==> src/rtl/csi2_tx_pkg.sv <==
// Shared definitions for the CSI-2 transmit byte-data path: generator FSM
// encoding, channel limits and the legal packing-ratio rule.
package csi2_tx_pkg;

  localparam int MAX_CH    = 4;
  localparam int CH_W      = 2;
  localparam int MAX_RATIO = 8;

  typedef enum logic [1:0] {
    ST_IDLE = 2'd0,
    ST_LOCK = 2'd1,
    ST_GAP  = 2'd2
  } gen_state_t;

  // Output/input width ratio must be a power of two in 1..MAX_RATIO.
  function automatic bit ratio_legal(input int r);
    return (r >= 1) && (r <= MAX_RATIO) && ((r & (r - 1)) == 0);
  endfunction

endpackage

==> src/rtl/tx_rr_arbiter.sv <==
// Round-robin arbiter: picks the first requester after the last-served
// channel; the pointer only moves when the caller enables an update.
module tx_rr_arbiter
  import csi2_tx_pkg::*;
#(
  parameter int NUM_CH = 4
) (
  input  logic              clk,
  input  logic              rst_n,
  input  logic [NUM_CH-1:0] req,
  input  logic              en,
  output logic [NUM_CH-1:0] gnt,
  output logic [CH_W-1:0]   idx
);

  logic [CH_W-1:0] ptr;
  logic            found;

  always_comb begin
    gnt   = '0;
    idx   = '0;
    found = 1'b0;
    for (int i = 1; i <= NUM_CH; i++) begin
      for (int k = 0; k < NUM_CH; k++) begin
        if (!found && req[k] && (k == (int'(ptr) + i) % NUM_CH)) begin
          found  = 1'b1;
          gnt[k] = 1'b1;
          idx    = CH_W'(k);
        end
      end
    end
  end

  // Pointer starts on the highest channel so channel 0 wins first.
  always_ff @(posedge clk) begin
    if (!rst_n) begin
      ptr <= CH_W'(NUM_CH - 1);
    end else if (en && found) begin
      ptr <= idx;
    end
  end

endmodule

==> src/rtl/tx_byte_data_gen_mc.sv <==
// Multi-channel byte-data generator: arbitrates per-packet between byte
// buffers and packs R consecutive IN_W-bit words into one OUT_W-bit word.
module tx_byte_data_gen_mc
  import csi2_tx_pkg::*;
#(
  parameter int NUM_CH  = 4,
  parameter int NO_LANE = 4,
  parameter int TX_GEAR = 8,
  parameter int OUT_W   = 64
) (
  input  logic                           tx_clk,
  input  logic                           rst_n_i,
  input  logic [NUM_CH*TX_GEAR*NO_LANE-1:0] byte_bufout_i,
  input  logic [NUM_CH-1:0]              lbfr_wdvalid_i,
  input  logic [NUM_CH-1:0]              lbf_lastwd_i,
  output logic [NUM_CH-1:0]              grant_o,
  input  logic                           gen_ready_i,
  output logic [OUT_W-1:0]               gen_word_o,
  output logic [OUT_W/8-1:0]             gen_be_o,
  output logic                           gen_data_valid_o,
  output logic                           gen_last_o,
  output logic [1:0]                     gen_ch_o,
  output logic [15:0]                    gen_wcnt_o
);

  localparam int IN_W   = TX_GEAR * NO_LANE;
  localparam int R      = OUT_W / IN_W;
  localparam int SLOT_W = (R > 1) ? $clog2(R) : 1;
  localparam int BPS    = IN_W / 8;
  localparam int BE_W   = OUT_W / 8;

  if (NUM_CH < 1 || NUM_CH > MAX_CH ||
      !(NO_LANE == 1 || NO_LANE == 2 || NO_LANE == 4) ||
      !(TX_GEAR == 8 || TX_GEAR == 16) ||
      (OUT_W % IN_W) != 0 || !ratio_legal(OUT_W / IN_W)) begin : g_param_check
    $error("tx_byte_data_gen_mc: illegal NUM_CH/NO_LANE/TX_GEAR/OUT_W combination");
  end

  gen_state_t          state, state_nxt;
  logic [NUM_CH-1:0]   arb_gnt;
  logic [CH_W-1:0]     arb_idx;
  logic [NUM_CH-1:0]   lock_gnt;
  logic [CH_W-1:0]     lock_ch;

  logic [IN_W-1:0]     in_word;
  logic                valid_sel, last_sel, slot_full, stall, block;
  logic                accept, complete;
  logic [OUT_W-1:0]    pack_fill;
  logic [BE_W-1:0]     be_fill;
  logic [15:0]         wcnt_nxt;

  logic [OUT_W-1:0]    pack_p0;
  logic [SLOT_W-1:0]   slot_p0;
  logic [15:0]         pkt_cnt;

  logic                vld_p1, last_p1;
  logic [OUT_W-1:0]    word_p1;
  logic [BE_W-1:0]     be_p1;
  logic [CH_W-1:0]     ch_p1;
  logic [15:0]         wcnt_p1;

  tx_rr_arbiter #(.NUM_CH(NUM_CH)) u_arb (
    .clk   (tx_clk),
    .rst_n (rst_n_i),
    .req   (lbfr_wdvalid_i),
    .en    (state == ST_IDLE),
    .gnt   (arb_gnt),
    .idx   (arb_idx)
  );

  always_ff @(posedge tx_clk) begin
    if (!rst_n_i) state <= ST_IDLE;
    else          state <= state_nxt;
  end

  always_comb begin
    state_nxt = state;
    case (state)
      ST_IDLE: if (|lbfr_wdvalid_i)     state_nxt = ST_LOCK;
      ST_LOCK: if (accept && last_sel)  state_nxt = ST_GAP;
      ST_GAP:                           state_nxt = ST_IDLE;
      default:                          state_nxt = ST_IDLE;
    endcase
  end

  // Stage 0: select locked channel, decide acceptance and build the fill.
  always_comb begin
    in_word = '0;
    for (int k = 0; k < NUM_CH; k++) begin
      if (lock_gnt[k]) in_word = byte_bufout_i[k*IN_W +: IN_W];
    end
    valid_sel = |(lock_gnt & lbfr_wdvalid_i);
    last_sel  = |(lock_gnt & lbfr_wdvalid_i & lbf_lastwd_i);
    slot_full = (slot_p0 == SLOT_W'(R - 1));
    stall     = vld_p1 && !gen_ready_i;
    // A completing word cannot be taken while the output register is held.
    block     = stall && (slot_full || (last_sel && valid_sel));
    grant_o   = (state == ST_LOCK && !block) ? lock_gnt : '0;
    accept    = |(grant_o & lbfr_wdvalid_i);
    complete  = accept && (slot_full || last_sel);
    pack_fill = pack_p0 | (OUT_W'(in_word) << (int'(slot_p0) * IN_W));
    be_fill   = '0;
    for (int s = 0; s < R; s++) begin
      if (s <= int'(slot_p0)) be_fill[s*BPS +: BPS] = '1;
    end
    wcnt_nxt  = (pkt_cnt == 16'hFFFF) ? pkt_cnt : pkt_cnt + 16'd1;
  end

  always_ff @(posedge tx_clk) begin
    if (!rst_n_i) begin
      lock_gnt <= '0;
      lock_ch  <= '0;
      pack_p0  <= '0;
      slot_p0  <= '0;
      pkt_cnt  <= '0;
    end else begin
      if (state == ST_IDLE && |lbfr_wdvalid_i) begin
        lock_gnt <= arb_gnt;
        lock_ch  <= arb_idx;
        pkt_cnt  <= '0;
      end
      if (complete) begin
        pack_p0 <= '0;
        slot_p0 <= '0;
        pkt_cnt <= wcnt_nxt;
      end else if (accept) begin
        pack_p0 <= pack_fill;
        slot_p0 <= slot_p0 + 1'b1;
      end
    end
  end

  // Stage 1: output register, held while downstream stalls.
  always_ff @(posedge tx_clk) begin
    if (!rst_n_i) begin
      vld_p1  <= 1'b0;
      word_p1 <= '0;
      be_p1   <= '0;
      last_p1 <= 1'b0;
      ch_p1   <= '0;
      wcnt_p1 <= '0;
    end else if (complete) begin
      vld_p1  <= 1'b1;
      word_p1 <= pack_fill;
      be_p1   <= be_fill;
      last_p1 <= last_sel;
      ch_p1   <= lock_ch;
      wcnt_p1 <= wcnt_nxt;
    end else if (gen_ready_i) begin
      vld_p1  <= 1'b0;
    end
  end

  assign gen_word_o       = word_p1;
  assign gen_be_o         = be_p1;
  assign gen_data_valid_o = vld_p1;
  assign gen_last_o       = last_p1;
  assign gen_ch_o         = ch_p1;
  assign gen_wcnt_o       = wcnt_p1;

endmodule

==> config.mk <==
export PLATFORM = sky130hd
export DESIGN_NAME = tx_byte_data_gen_mc
export DESIGN_NICKNAME = d
export VERILOG_FILES = /design/src/rtl/csi2_tx_pkg.sv /design/src/rtl/tx_rr_arbiter.sv /design/src/rtl/tx_byte_data_gen_mc.sv
export SDC_FILE = /design/constraint.sdc
export NUM_CORES = 1
export LEC_CHECK = 0
export CORE_ASPECT_RATIO = 0.75
export CORE_MARGIN = 3
export CORE_UTILIZATION = 47
export CTS_CLUSTER_SIZE = 28
export DETAILED_ROUTE_END_ITERATION = 10
export PLACE_DENSITY_LB_ADDON = 0.08
export SLEW_MARGIN = 20
export SYNTH_ARGS = -nofsm -noshare
export SYNTH_HDL_FRONTEND = slang
export SYNTH_HIERARCHICAL = 1
export SYNTH_SLANG_ARGS = --single-unit
==> constraint.sdc <==
create_clock -name tx_clk -period 2.4 [get_ports tx_clk]
set_clock_uncertainty 0.1 [all_clocks]
set_input_delay 0.48 -clock tx_clk [delete_from_list [all_inputs] [get_ports tx_clk]]
set_output_delay 0.48 -clock tx_clk [all_outputs]
set_load 0.01 [all_outputs]
# After elaboration in Yosys (flattened, before gate mapping)
# Index checks and enable logic that the tools add are counted.
dict set report word_totals {
  mem_bits_ro 0
  memories 0
  mem_bits_rw 0
  latch_bits 0
  out_inout_bits 96
  ff_bits 183
}
dict set report classes {
  n_mux 60
  mul 0
  n_lt_le_gt_ge 1
  n_addsub 6
  n_shift 1
  reduce_logical 75
  n_eq_ne 16
  div_mod_pow 0
  n_bitwise 9
}
# cell count
set ops {}
lappend ops {{32-bit zero test} 4}
lappend ops {{32-bit two-way mux} 4}
lappend ops {{64-bit OR} 1}
lappend ops {{32-bit by 6-bit << shifter with 64-bit output} 1}
lappend ops {{16-bit two-way mux} 3}
lappend ops {{1-bit logical AND} 39}
lappend ops {{1-bit two-way mux} 34}
lappend ops {{2-bit two-way mux} 16}
lappend ops {{3-bit equality test (first input constant)} 8}
lappend ops {{1-bit zero test} 17}
lappend ops {{16-bit by 1-bit adder with 16-bit output (second input constant)} 1}
lappend ops {{16-bit equality test (second input constant)} 1}
lappend ops {{4-bit OR reduction} 4}
lappend ops {{4-bit bitwise AND} 3}
lappend ops {{2-bit by 3-bit equality test with 1-bit output (first input constant)} 4}
lappend ops {{2-bit OR reduction} 5}
lappend ops {{4-bit two-way mux} 2}
lappend ops {{2-bit by 1-bit adder with 2-bit output (second input constant)} 2}
lappend ops {{2-bit adder (second input constant)} 2}
lappend ops {{1-bit bitwise AND (first input constant)} 4}
lappend ops {{2-bit inequality test (second input constant)} 2}
lappend ops {{2-bit case mux with 2 select lines} 1}
lappend ops {{2-bit nonzero test} 2}
lappend ops {{2-bit by 1-bit equality test with 1-bit output (second input constant)} 1}
lappend ops {{other kinds (6)} 7}

# Longest topological paths before layout
dict set report depth {
  depth_word 67
  mapped_depth 8
}

# Modules after synthesis
# The synthesis kept the hierarchy.
# mod cells_each n_inst area_each_um2
set modules_own_cells {}
lappend modules_own_cells {tx_byte_data_gen_mc 843 1 7318.3}
lappend modules_own_cells {tx_rr_arbiter 46 1 327.8}

# Worst setup path after synthesis
# Ideal clock, no wire load.
dict set report synth_timing {
  path_type {register to register}
  startpoint {register pkt_cnt[0]}
  endpoint {register wcnt_p1[10], in the netlist gen_wcnt_o[10]}
  stages_incl_launch_ff 7
  setup_slack_ns 0.496
  arrival_ns 1.745
  t_required_ns 2.241
  period_less_slack_ns 1.904
  path_cell_list {dfxtp_1 -> ha_1 -> nand3_1 -> or2_4 -> or4_4 -> a21oi_2 -> a31o_1}
}
dict set report synth_between {
  elab_chain_cells 2
  word_cells_on_any_way 3
  cone_classes {1 x add/sub; 1 x eq/ne; 1 x mux}
}
# item line
set synth_lines {}
lappend synth_lines {{start, declared} tx_byte_data_gen_mc.sv:54} ;# logic [15:0] pkt_cnt;
lappend synth_lines {{start signal, assigned} tx_byte_data_gen_mc.sv:125} ;# pkt_cnt <= wcnt_nxt;
lappend synth_lines {{16-bit by 1-bit adder with 16-bit output or 16-bit equality test (tied branches)} tx_byte_data_gen_mc.sv:106} ;# wcnt_nxt = (pkt_cnt == 16'hFFFF) ? pkt_cnt : pkt_cnt + 16'd1;
lappend synth_lines {{16-bit two-way mux (*)} tx_byte_data_gen_mc.sv:106}
lappend synth_lines {{end signal, assigned} tx_byte_data_gen_mc.sv:148} ;# wcnt_p1 <= wcnt_nxt;
lappend synth_lines {{end, declared} tx_byte_data_gen_mc.sv:60} ;# logic [15:0] wcnt_p1;
# Every way passes the cells marked *; elsewhere a longest branch is shown, timed or not.
# A chain may end at the register's enable or synchronous reset.

# Final worst setup path
dict set report layout_timing {
  startpoint {input port lbfr_wdvalid_i[1]}
  endpoint {output port grant_o[0]}
}
dict set report layout_between {
  elab_chain_cells 9
  word_cells_on_any_way 10
  cone_classes {1 x mux; 2 x bitwise; 7 x reduce/logical}
}
# item line
set layout_lines {}
lappend layout_lines {{start, declared} tx_byte_data_gen_mc.sv:14} ;# input logic [NUM_CH-1:0] lbfr_wdvalid_i,
lappend layout_lines {{4-bit bitwise AND (*)} {tx_byte_data_gen_mc.sv:92, tx_byte_data_gen_mc.sv:93}}
lappend layout_lines {{4-bit bitwise AND} tx_byte_data_gen_mc.sv:93} ;# last_sel = |(lock_gnt & lbfr_wdvalid_i & lbf_lastwd_i);
lappend layout_lines {{4-bit OR reduction} tx_byte_data_gen_mc.sv:93}
lappend layout_lines {{1-bit logical AND (*)} tx_byte_data_gen_mc.sv:97} ;# block = stall && (slot_full || (last_sel && valid_sel));
lappend layout_lines {{1-bit logical OR (*)} tx_byte_data_gen_mc.sv:97}
lappend layout_lines {{1-bit logical AND (*)} tx_byte_data_gen_mc.sv:97}
lappend layout_lines {{1-bit zero test (*)} tx_byte_data_gen_mc.sv:98} ;# grant_o = (state == ST_LOCK && !block) ? lock_gnt : '0;
lappend layout_lines {{1-bit logical AND (*)} tx_byte_data_gen_mc.sv:98}
lappend layout_lines {{4-bit two-way mux (*)} tx_byte_data_gen_mc.sv:98}
lappend layout_lines {{end, declared} tx_byte_data_gen_mc.sv:16} ;# output logic [NUM_CH-1:0] grant_o,
# Marks and branches as above.

==> metrics.txt <==
count leader, synth dfxtp_1; Ys Warns 6; Avg WL per Cell 17.8 um; arrival time worst endpoint roughly 1.8 ns; power per cell area 593 nW/um2; mean post-synth cell area 8.60 um2; top post-synthesis cells by area dfxtp_1 46%, a211oi_1 6.5%, nor2_1 6.2%; share of the yosys chip area belonging to registers 0.463; placer congestion estimate 0.875; vias in the first global route 6,902; DR vias 7,565; clock buffer depth 2; largest vdd supply drop 0.000541 V; fin crit period 2.33 ns; Buffers on Ports 234; kind of critical path in2out; Yosys top cell area share 0.463; ant diodes 0; share of cells above drive strength 1 0.0989; post-CTS setup buffer count 0; syn_nets 1,029; pin count of the biggest net entering global routing 42; Synth Register Bits around 180; cts bufs inserted 17; Final Hold Viols 0; Synth Instances a little under 900; placed cell count 1,297; CTS clock-pin slew for the worst setup and hold paths roughly 0.06 ns; Slew @ Worst Pin around 0.62 ns; CP Max Fanout 3; EDFF count, synth 0; RSZ-0062 raised after global routing true; core region area 15,600 um2; top cells by count, synth 177 x dfxtp_1, 126 x nor2_1, 88 x a21oi_1; clk_lat worst skew 0.43 ns; width of the die 153 um; max-cap violations 0; row cnt 39; total track usage 0.253; mapped cell area between 7000 and 8000 um2; area leader, netlist dfxtp_1; H-tree levels 4; Slew headroom 0.585; post-synth cell types 61; total wire length 23,600 um; first-pass GRT wire length 36,400 um; Data required, critical path 1.82 ns; Synth Flop Type dfxtp_1; gr ovfl total 0; Critical Path Source Type input port; Crit. Startpoint lbfr_wdvalid_i[1]; CTS tree yes; Sink Count 177; post-DP HPWL 16,600 um; post-place setup slack -0.417 ns; share of synthesized registers carrying an async set or reset 0; FMAX ~430 MHz; DIE HEIGHT 116 um; Final setup viols 0; min-delay worst type reg2reg; Pleak 3.84 nW; Root Buffer clkbuf_16; IO Pins 235; Initial Util 0.491; Routed Antenna Nets 0; area grow syn2layout 43.3%; setup ws final 0.0654 ns; 1st-pass router iterations 5; reg2reg start pkt_cnt[0]; Pins Over Slew Limit 0; fin crit share 0.973; # fillers 1,257; DRT iter0 DRCs 610; Finished Layout Cells 1,327; Setup crit end kind output pin; DRC viols 0; initial antenna violation count 0; status finished, final reports clean; Die Footprint approximately 18,000 um2; vias per cell 5.70; Hold WS 0.352 ns; nets@finish around 1,300; min-delay src lock_ch[0]
critical path, cell delays in order:
cell and delay, ns:
clkdlybuf4s50_1 0.51, nand3_2 0.11, nand4_4 0.12, o21ai_2 0.07, buf_4 0.15, and3_1 0.17, buf_2 0.13
logic make-up (layout without fill, tap and decap cells):
logic type | count (synthesis) | in the layout | share of synthesized area
AND/OR/NAND/NOR | 316 | 316 | 0.209
AO/OA/AOI/OAI | 287 | 287 | 0.250
flip-flops | 177 | 177 | 0.463
buffers and inverters | 94 | 327 | 0.0584
multiplexers | 8 | 8 | 0.0105
XOR/XNOR | 6 | 6 | 0.00687
adder cells (fa/ha/maj) | 1 | 1 | 0.00164
path summary, 6_finish.rpt:
path	to	slack, ns	cells past startpoint
max	grant_o[0]	0.07	7
min	gen_ch_o[0]	0.35	2
max reg2reg	pkt_cnt[0]	0.22	6
min reg2reg	gen_ch_o[0]	0.35	2
what timing repair did:
action	4_1_cts	5_1_grt
endpoints found under the setup margin	4	5
hold buffers	0	0
pin swaps	1	2
gates resized for setup	15	7
power by group:
group	leakage, nW	total (W)	switching, W	internal [W]
sequential	1.43	0.00303	0.0000379	0.00299
combinational	2.15	0.000932	0.000478	0.000454
clock	0.262	0.00253	0.00108	0.00145
final cells by class:
cell class              instances  area (um2)  share of cell area
flip-flops and latches        177        3540               0.324
repair buffers                287        2870               0.262
inverters                      10        37.5             0.00343
multi-input cells             618        3720               0.339
clock buffers                  26         509              0.0465
well taps                     205         256              0.0234
clock inverters                 4        26.3             0.00240
layer usage:
| layer | track usage | wire, um | part of all wire | up-vias |
|---|---|---|---|---|
| li1 | - | - | - | 3737 |
| met1 | 0.355 | 11100 | 0.47 | 3539 |
| met2 | 0.389 | 10400 | 0.44 | 265 |
| met3 | 0.0659 | 1680 | 0.071 | 24 |
| met4 | 0.0682 | 317 | 0.013 | 0 |
| met5 | 0 | 0 | 0 | - |
metrics by stage:
stage / util / area [um2] / setup TNS, ns / power (W)
2_1_floorplan: - / 7650 / 0 / 0.00353
3_3_place_gp: 0.669 / 10400 / -16.53 / 0.00401
3_5_place_dp: 0.669 / 10400 / -21.30 / 0.00402
4_1_cts: 0.702 / 10900 / 0 / 0.00653
5_1_grt: 0.704 / 11000 / -0.0121 / 0.00674
6_report: 0.704 / 11000 / 0 / 0.00649
cells in the final DEF, fill, tap and decap left out, types with 3 or more instances in the layout:
master           count
a211oi_1            65
nor3b_1              4
clkbuf_16           17
o22ai_1             38
nor4_1               4
a21o_1               4
o211ai_1             3
nand2_1             28
buf_4               41
a22o_1               4
xnor2_1              5
nand3_1             14
clkdlybuf4s50_1    229
clkbuf_1             4
buf_12              12
nor2b_1              3
buf_2                4
clkbuf_8             5
nand3_2              3
a22oi_1             32
nor2_1             125
nor3_1              68
a21oi_1             88
mux2i_1              8
dfxtp_1            176
o2bb2ai_1            3
and3_1               6
or3_1                3
nand4_1              3
inv_1                9
a31oi_1              4
nand2b_1             8
o21ai_0             17
and4_1              33
sequential cells by signal, summed over array words and instances (netlist names):
signal,count
state,2
slot_full,1
lock_ch,2
u_arb/ptr,2
gen_wcnt_o,16
pkt_cnt,16
pack_p0,64
gen_be_o,2
gen_data_valid_o,1
gen_last_o,1
gen_ch_o,2
gen_word_o,64
lock_gnt,4
(Power assumes the default switching activity.)
